`src/rtl/lfsr_pkg.sv`:
```
// lfsr_pkg: FSM type and feedback helpers shared by lfsr_gen and lfsr_step.
package lfsr_pkg;
  typedef enum logic [1:0] {IDLE = 2'd0, RUN = 2'd1, HOLD = 2'd2} lfsr_fsm_t;
  localparam int MAX_W = 64;
  function automatic logic [MAX_W-1:0] lockup_value(input int width, input bit xnor_mode);
    return xnor_mode ? ({MAX_W{1'b1}} >> (MAX_W - width)) : '0;
  endfunction
  function automatic logic feedback(input logic [MAX_W-1:0] state, input logic [MAX_W-1:0] taps, input bit xnor_mode);
    return (^(state & taps)) ^ xnor_mode;
  endfunction
endpackage

```
`src/rtl/lfsr_step.sv`:
```
// lfsr_step: combinational Fibonacci next state and feedback bit.
module lfsr_step
  import lfsr_pkg::*;
#(
  parameter int               WIDTH     = 32,
  parameter logic [WIDTH-1:0] TAPS      = WIDTH'(32'h8000_8000),
  parameter bit               XNOR_MODE = 1'b1
) (
  input  logic [WIDTH-1:0] state_i,
  output logic [WIDTH-1:0] next_o,
  output logic             fb_o
);
  assign fb_o   = feedback(MAX_W'(state_i), MAX_W'(TAPS), XNOR_MODE);
  assign next_o = {state_i[WIDTH-2:0], fb_o};
endmodule

```
`src/rtl/lfsr_gen.sv`:
```
// lfsr_gen: parametrised LFSR word generator with handshake and period measurement.
// Define LFSR_LOCKUP_EN to replace lock-up seed loads with RESET_SEED.
module lfsr_gen
  import lfsr_pkg::*;
#(
  parameter int               WIDTH      = 32,
  parameter logic [WIDTH-1:0] TAPS       = WIDTH'(32'h8000_8000),
  parameter bit               XNOR_MODE  = 1'b1,
  parameter logic [WIDTH-1:0] RESET_SEED = '0,
  parameter int               OUT_W      = 16
) (
  input  logic             clk,
  input  logic             reset,
  input  logic             enable,
  input  logic             load,
  input  logic [WIDTH-1:0] seed,
  output logic [WIDTH-1:0] state_q,
  output logic [OUT_W-1:0] out_word,
  output logic             out_valid,
  input  logic             out_ready,
  output logic             wrap,
  output logic [WIDTH-1:0] period,
  output logic             lockup
);
  localparam int BW = $clog2(OUT_W + 1);
  lfsr_fsm_t        fsm;
  logic [WIDTH-1:0] nxt, seed_eff, seed_q, seed_d, state_d, pcnt_q, pcnt_d, period_q, period_d;
  logic [OUT_W-1:0] sh_q, sh_d, word_q, word_d, shifted;
  logic [BW-1:0]    bcnt_q, bcnt_d;
  logic             fb, step, done, hit, valid_q, valid_d, wrap_q, wrap_d;
  lfsr_step #(.WIDTH(WIDTH), .TAPS(TAPS), .XNOR_MODE(XNOR_MODE)) u_step (
    .state_i(state_q),
    .next_o (nxt),
    .fb_o   (fb)
  );
`ifdef LFSR_LOCKUP_EN
  localparam logic [WIDTH-1:0] LOCK = WIDTH'(lockup_value(WIDTH, XNOR_MODE));
  logic lock_hit, lockup_q;
  assign lock_hit = seed == LOCK;
  assign seed_eff = lock_hit ? RESET_SEED : seed;
  always_ff @(posedge clk or posedge reset)
    if (reset) lockup_q <= 1'b0;
    else       lockup_q <= load && lock_hit;
  assign lockup = lockup_q;
`else
  assign seed_eff = seed;
  assign lockup   = 1'b0;
`endif
  always_comb begin
    fsm      = (valid_q && !out_ready) ? HOLD : enable ? RUN : IDLE;
    step     = (fsm == RUN) && !load;
    done     = step && (bcnt_q == BW'(OUT_W - 1));
    hit      = nxt == seed_q;
    shifted  = OUT_W'({sh_q, fb});
    state_d  = load ? seed_eff : step ? nxt : state_q;
    seed_d   = load ? seed_eff : seed_q;
    sh_d     = load ? '0 : step ? shifted : sh_q;
    bcnt_d   = (load || done) ? '0 : step ? bcnt_q + 1'b1 : bcnt_q;
    word_d   = done ? shifted : word_q;
    valid_d  = !load && (done || (valid_q && !out_ready));
    pcnt_d   = load ? '0 : step ? (hit ? '0 : pcnt_q + 1'b1) : pcnt_q;
    period_d = (step && hit) ? pcnt_q + 1'b1 : period_q;
    wrap_d   = step && hit;
  end
  always_ff @(posedge clk or posedge reset)
    if (reset) begin
      state_q  <= RESET_SEED;
      seed_q   <= RESET_SEED;
      sh_q     <= '0;
      bcnt_q   <= '0;
      word_q   <= '0;
      valid_q  <= 1'b0;
      pcnt_q   <= '0;
      period_q <= '0;
      wrap_q   <= 1'b0;
    end else begin
      state_q  <= state_d;
      seed_q   <= seed_d;
      sh_q     <= sh_d;
      bcnt_q   <= bcnt_d;
      word_q   <= word_d;
      valid_q  <= valid_d;
      pcnt_q   <= pcnt_d;
      period_q <= period_d;
      wrap_q   <= wrap_d;
    end
  assign out_word  = word_q;
  assign out_valid = valid_q;
  assign wrap      = wrap_q;
  assign period    = period_q;
endmodule

```
`config.mk`:
```
export PLATFORM = sky130hd
export DESIGN_NAME = lfsr_gen
export DESIGN_NICKNAME = d
export VERILOG_FILES = /design/src/rtl/lfsr_pkg.sv /design/src/rtl/lfsr_step.sv /design/src/rtl/lfsr_gen.sv
export SDC_FILE = /design/constraint.sdc
export NUM_CORES = 1
export LEC_CHECK = 0
export CAP_MARGIN = 20
export CORE_MARGIN = 10
export CORE_UTILIZATION = 57
export DETAILED_ROUTE_END_ITERATION = 16
export DONT_BUFFER_PORTS = 1
export PLACE_DENSITY = 0.75
export SLEW_MARGIN = 20
export SYNTH_ARGS = -nofsm -noshare
export SYNTH_HDL_FRONTEND = slang
export SYNTH_SLANG_ARGS = --single-unit
```
`constraint.sdc`:
```
create_clock -name clk -period 5.1 [get_ports clk]
set_clock_uncertainty 0.2 [all_clocks]
set_input_delay 0.765 -clock clk [delete_from_list [all_inputs] [get_ports clk]]
set_output_delay 0.765 -clock clk [all_outputs]
set_load 0.01 [all_outputs]
```
======== Word level (Yosys, flattened, before mapping) ========
Cells that the tools add are included.
cells by class
  add/sub/neg operators ................... 2
  equality and inequality tests ........... 3
  multiplexer cells ....................... 11
  bitwise operators ....................... 1
  reductions and logical operators ........ 12
operators with widths
  operator                 number
  $mux W32                 5
  $reduce_xor A64 Y1       1
  $add A32 B1 Y32 const B  1
  $eq A32 B32 Y1           1
  $mux W15                 2
  $mux W5                  2
  $add A5 B1 Y5 const B    1
  $eq A5 B4 Y1 const B     1
  $logic_and A1 B1 Y1      5
  $reduce_bool A2 Y1       2
  $eq A2 B1 Y1 const B     1
  $logic_not A1 Y1         2
  $logic_or A1 B1 Y1       2
  $mux W2                  1
  $mux W1                  1
  $not A1 Y1               1
storage, ports and cells
  register bits after elaboration ......... 166
  input bits .............................. 37
  output and inout port bits .............. 83
  word-level logic and storage cells ...... 38

======== Depth between registers and ports, before layout ========
  word-level depth ........................ 8
  depth in mapped cells ................... 9
  depth with buffers taken out ............ 7

======== Modules after synthesis ========
From an unflattened synthesis, not the netlist that was laid out.
unflattened totals
  cells, all modules ...................... 792
  area total of the unflattened synthesis .. 7,820.0 um^2
by module, submodules not included
  module     instances  cells an instance  area each (um^2)  sequential area each (um^2)
  lfsr_gen   1          759                7,571.0           4,154.0
  lfsr_step  1          33                 249.0             0.0

======== Least setup slack after synthesis ========
OpenSTA, ideal clock, no wires.
  path type ............................... input to register
  from .................................... input out_ready
  to ...................................... register pcnt_q[26]
  library setup time ...................... 0.124 ns
  arrival ................................. 2.169 ns
  required time ........................... 4.776 ns
  setup slack ............................. 2.607 ns
  stages .................................. 8
  buffers on the path ..................... 3
  path through ............................ nand2b_1 and2_1 clkbuf_1 nand2b_1 clkbuf_1 clkbuf_1 nor3_1 a211o_1
on the way
  longest elaborated chain between the ends .. 6
ends and longest elaborated chain
  element                       line            RTL
  from (decl)                   lfsr_gen.sv:20  input logic out_ready,
  $logic_not A1 Y1              lfsr_gen.sv:50  fsm = (valid_q && !out_ready) ? HOLD : enable ? RUN : IDLE;
  $logic_and A1 B1 Y1           lfsr_gen.sv:50
  $mux W2                       lfsr_gen.sv:50
  $eq A2 B1 Y1                  lfsr_gen.sv:51  step = (fsm == RUN) && !load;
  $logic_and A1 B1 Y1           lfsr_gen.sv:51
  $reduce_bool A2 Y1 (no line)  n/a
  to (signal assigned)          lfsr_gen.sv:83  pcnt_q <= pcnt_d;
  to (decl)                     lfsr_gen.sv:27  logic [WIDTH-1:0] nxt, seed_eff, seed_q, seed_d, state_d, pcnt_q, pcnt_d, period_q, period_d;
No other way between the ends.
A chain may end at the register's enable or synchronous reset.

======== Final worst setup path ========
  from .................................... register state_q[15]
  to ...................................... register period_q[22], in the netlist period[22]
on the way
  longest elaborated chain between the ends .. 4
ends and longest elaborated chain
  element                 line            RTL
  from (decl)             lfsr_gen.sv:17  output logic [WIDTH-1:0] state_q,
  from (signal assigned)  lfsr_gen.sv:77  state_q <= state_d;
  $reduce_xor A64 Y1      lfsr_pkg.sv:9   return (^(state & taps)) ^ xnor_mode;
  $not A1 Y1 (no line)    n/a
  $eq A32 B32 Y1 *        lfsr_gen.sv:53  hit = nxt == seed_q;
  $logic_and A1 B1 Y1 *   lfsr_gen.sv:62  period_d = (step && hit) ? pcnt_q + 1'b1 : period_q;
  to (signal assigned)    lfsr_gen.sv:84  period_q <= period_d;
  to (decl)               lfsr_gen.sv:27
Every way passes the cells marked *; elsewhere a longest branch is shown, timed or not.

==> out/qor.yml <==
clock_tree:
  cts_tree: "done"
  htreeDepth: 4
  clock_path_buffers: 2
  post_cts_resize_count: 0
  root_buffer: "clkbuf_16"
  cts_hold_buf: 0
  cts_setup_buffers: 0
  numCtsBuffers: 17
  path_clk_slew_ps: 60
  clock_sinks: 166
  insertion_delay_ps: 430
global_routing:
  grt_util_all_layers_pct: 19.6
  overflow: 0
  grt_max_degree: 129
  antenna_found_initial: 0
  grt_first_pass_wirelength_um: 29300
  grt_pass1_vias: 5546
die:
  io_pins: 120
  die_w_um: 137
  start_util_pct: 58.5
  die_h_um: 137
  rows: 42
  fp.coreArea_um2: 13300
  die_area_um2: 18700
route:
  drt_first_iter_violations: 577
  wl_met2_um: 8300
  dr.pass1.iters: 5
  drcViolationCount: 0
  antenna_left: 0
  routed_wirelength_um: 17500
  vias_per_cell: 5.97
  dr_total_vias: 5543
  dr.max_layer_used: "met4"
  met3_length_um: 1430
  drt-met1-wl_um: 7560
  post_drt_wl_per_cell_um: 18.9
timing:
  final_hold_viol_count: 0
  fmax_ghz: 0.282
  min_period_ps: 3540
  tightest_slew_ps: 947
  finalSetupTns_ps: 0
  setup_viol: 0
  drv_slew: 0
  post-route-period-util_pct: 69.4
  max_slew_margin_pct: 36.7
  rsz0062_at_grt: "false"
  worst_slack_ps: 1560
logic_synthesis:
  synth-seq-cells: 166
  synth_edf_count: 0
  yosys.area.top_type: "dfrtp_1"
  syn_inst: 759
  synthTopCellsByArea: "dfrtp_1 53%, mux2_2 4.8%, o21ai_0 4.7%"
  synth_cell_types: 45
  syn_avg_cell_area_um2: 10.3
  synth_nets: 799
  synth.yosys.seq_area_share_pct: 53.4
  ys_warn_count: 0
  synth_top_area_share_pct: 53.4
  synthesis.area_um2: 7780
  synthFlopType: "dfrtp_1"
  async_flop_share_pct: 100
pwr:
  powerDensity_nw_per_um2: 345
  seqPwrFrac_pct: 49.5
  p_comb_share_pct: 6.1
  clock_power_share_pct: 44.3
  totalPowerFinal_mw: 2.93
  switchingPower_uw: 689
  p_int_mw: 2.24
  power.leakage_nw: 3.92
  irDropWorstVdd_uv: 253
  swShare_pct: 23.5
run_status:
  status: "complete, no violations"
final_layout:
  diodes: 0
  nets: 779
  syn2layout_area_growth_pct: 8.83
  drive_above_1_share_pct: 10.2
  final_cells: 928
setup_path:
  cp_slowest_stage_delay_ps: 520
  cpMostUsedCell: "buf_4"
  slowest_stage: "dfrtp_1"
  required_ps: 5200
  crit_arrival_ps: 3640
  crit_chain: "xor2_1 -> xnor2_1 -> nand3_1 -> nor4_4 -> buf_4 -> and2_1 -> buf_4 -> mux2_2"
  critical_path_class: "reg -> reg"
  startpoint_type: "flip-flop"
  worstSetupEndpointType: "flip-flop"
  path_max_fanout: 50
  rr_startpoint: "state_q[15]"
  startpoint: "state_q[15]"
run:
  cap_violations: 0
place:
  pre_cts_slack_ps: 1640
  place.gp.congestion: 0.826
  placedCellCount: 896
  dpl.hpwl_um: 11800
  io_buffer_count: 0
min_path:
  hp-class: "in -> async"
## layout make-up
type,instances,area [µm²]
Clock buffer,25,475
Clock inverter,7,120
Fill cell,1051,4830
Inverter,39,150
Multi-Input combinational cell,507,3280
Sequential cell,166,4150
Tap cell,176,220
Timing Repair Buffer,8,72.6
## kinds of logic after synthesis
kind of cell / count (synthesis) / share of synthesized area, %
and+or+nand+nor: 219 / 13.7
DFF: 166 / 53.4
buffers and inverters: 86 / 4.69
AOI/OAI and AO/OA: 165 / 12.7
other: 1 / 0.0482
xor gates and xnor gates: 54 / 6.08
muxes: 65 / 8.89
adders and majority gates: 3 / 0.482
## worst paths after layout
path                            slack, ps            to  depth (start not counted)
min in group clk                      280    seed_q[16]                          2
worst min register to register        310  out_word[15]                          1
worst max register to register       1560    period[22]                          8
worst min-delay path                  200   state_q[30]                          1
worst max-delay path                 1560    period[22]                          8
max in group asynchronous            3370      sh_q[11]                          2
## metrics by stage
stage	cell area, µm²	util (%)	hold WS [ps]
5_1_grt	8470	63.7	258
4_1_cts	8470	63.7	205
6_report	8470	63.7	201
3_3_place_gp	7870	59.2	294
2_1_floorplan	7790	-	281
3_5_place_dp	7870	59.2	299
## power by group through the flow
stage | sequential, mW | clock, mW | combinational, mW
after floorplan | 1.45 | 0 | 0.151
after global placement | 1.47 | 0 | 0.175
after detailed placement | 1.47 | 0 | 0.182
after CTS | 1.45 | 1.31 | 0.183
after global routing | 1.46 | 1.39 | 0.207
final | 1.45 | 1.30 | 0.180
## worst max-delay path: cells and delay by family (launching register included)
kind,cells,cell delay [ps]
xor+xnor,2,450
buf+inv,2,870
flops,1,520
mux,1,380
simple gates,3,950
## synth_stat cells, drive strengths merged, types with 12 or more instances
| cell | number |
|---|---|
| xnor2 | 29 |
| nand4 | 14 |
| nand3 | 17 |
| buf | 17 |
| o21ai | 73 |
| inv | 39 |
| nor2 | 26 |
| dfrtp | 166 |
| a21oi | 41 |
| xor2 | 25 |
| a221o | 12 |
| nor3 | 19 |
| clkbuf | 30 |
| mux2i | 32 |
| nand2 | 92 |
| mux2 | 33 |
## state kept, by name, summed over array words and instances (netlist names)
signal / cells
bcnt_q: 5
out_word: 16
state_q: 32
out_valid: 1
period: 32
seed_q: 32
pcnt_q: 32
wrap: 1
sh_q: 15
## routing by layer
layer	vias to the layer above	GRT usage [%]
met5	-	0
met4	0	6.15
met3	22	7.18
met2	181	30.2
met1	2731	25.3
li1	2609	-
## cells in the final DEF (no fill, tap or decap), types with 6 or more instances in the layout
cell / instances
a21oi_1: 41
and3_1: 8
mux2i_1: 32
dfrtp_1: 166
nor4_1: 10
inv_1: 38
a31oi_1: 8
nor2_1: 25
o21ai_0: 73
xor2_1: 25
nand3_1: 17
nand2_1: 91
clkbuf_1: 6
a221o_1: 12
nand4_1: 14
nand2b_1: 7
nor3_1: 18
buf_4: 7
mux2_2: 33
clkbuf_16: 17
a21o_1: 6
xnor2_1: 29
o31ai_1: 6
Power figures use the tool's default switching activity.
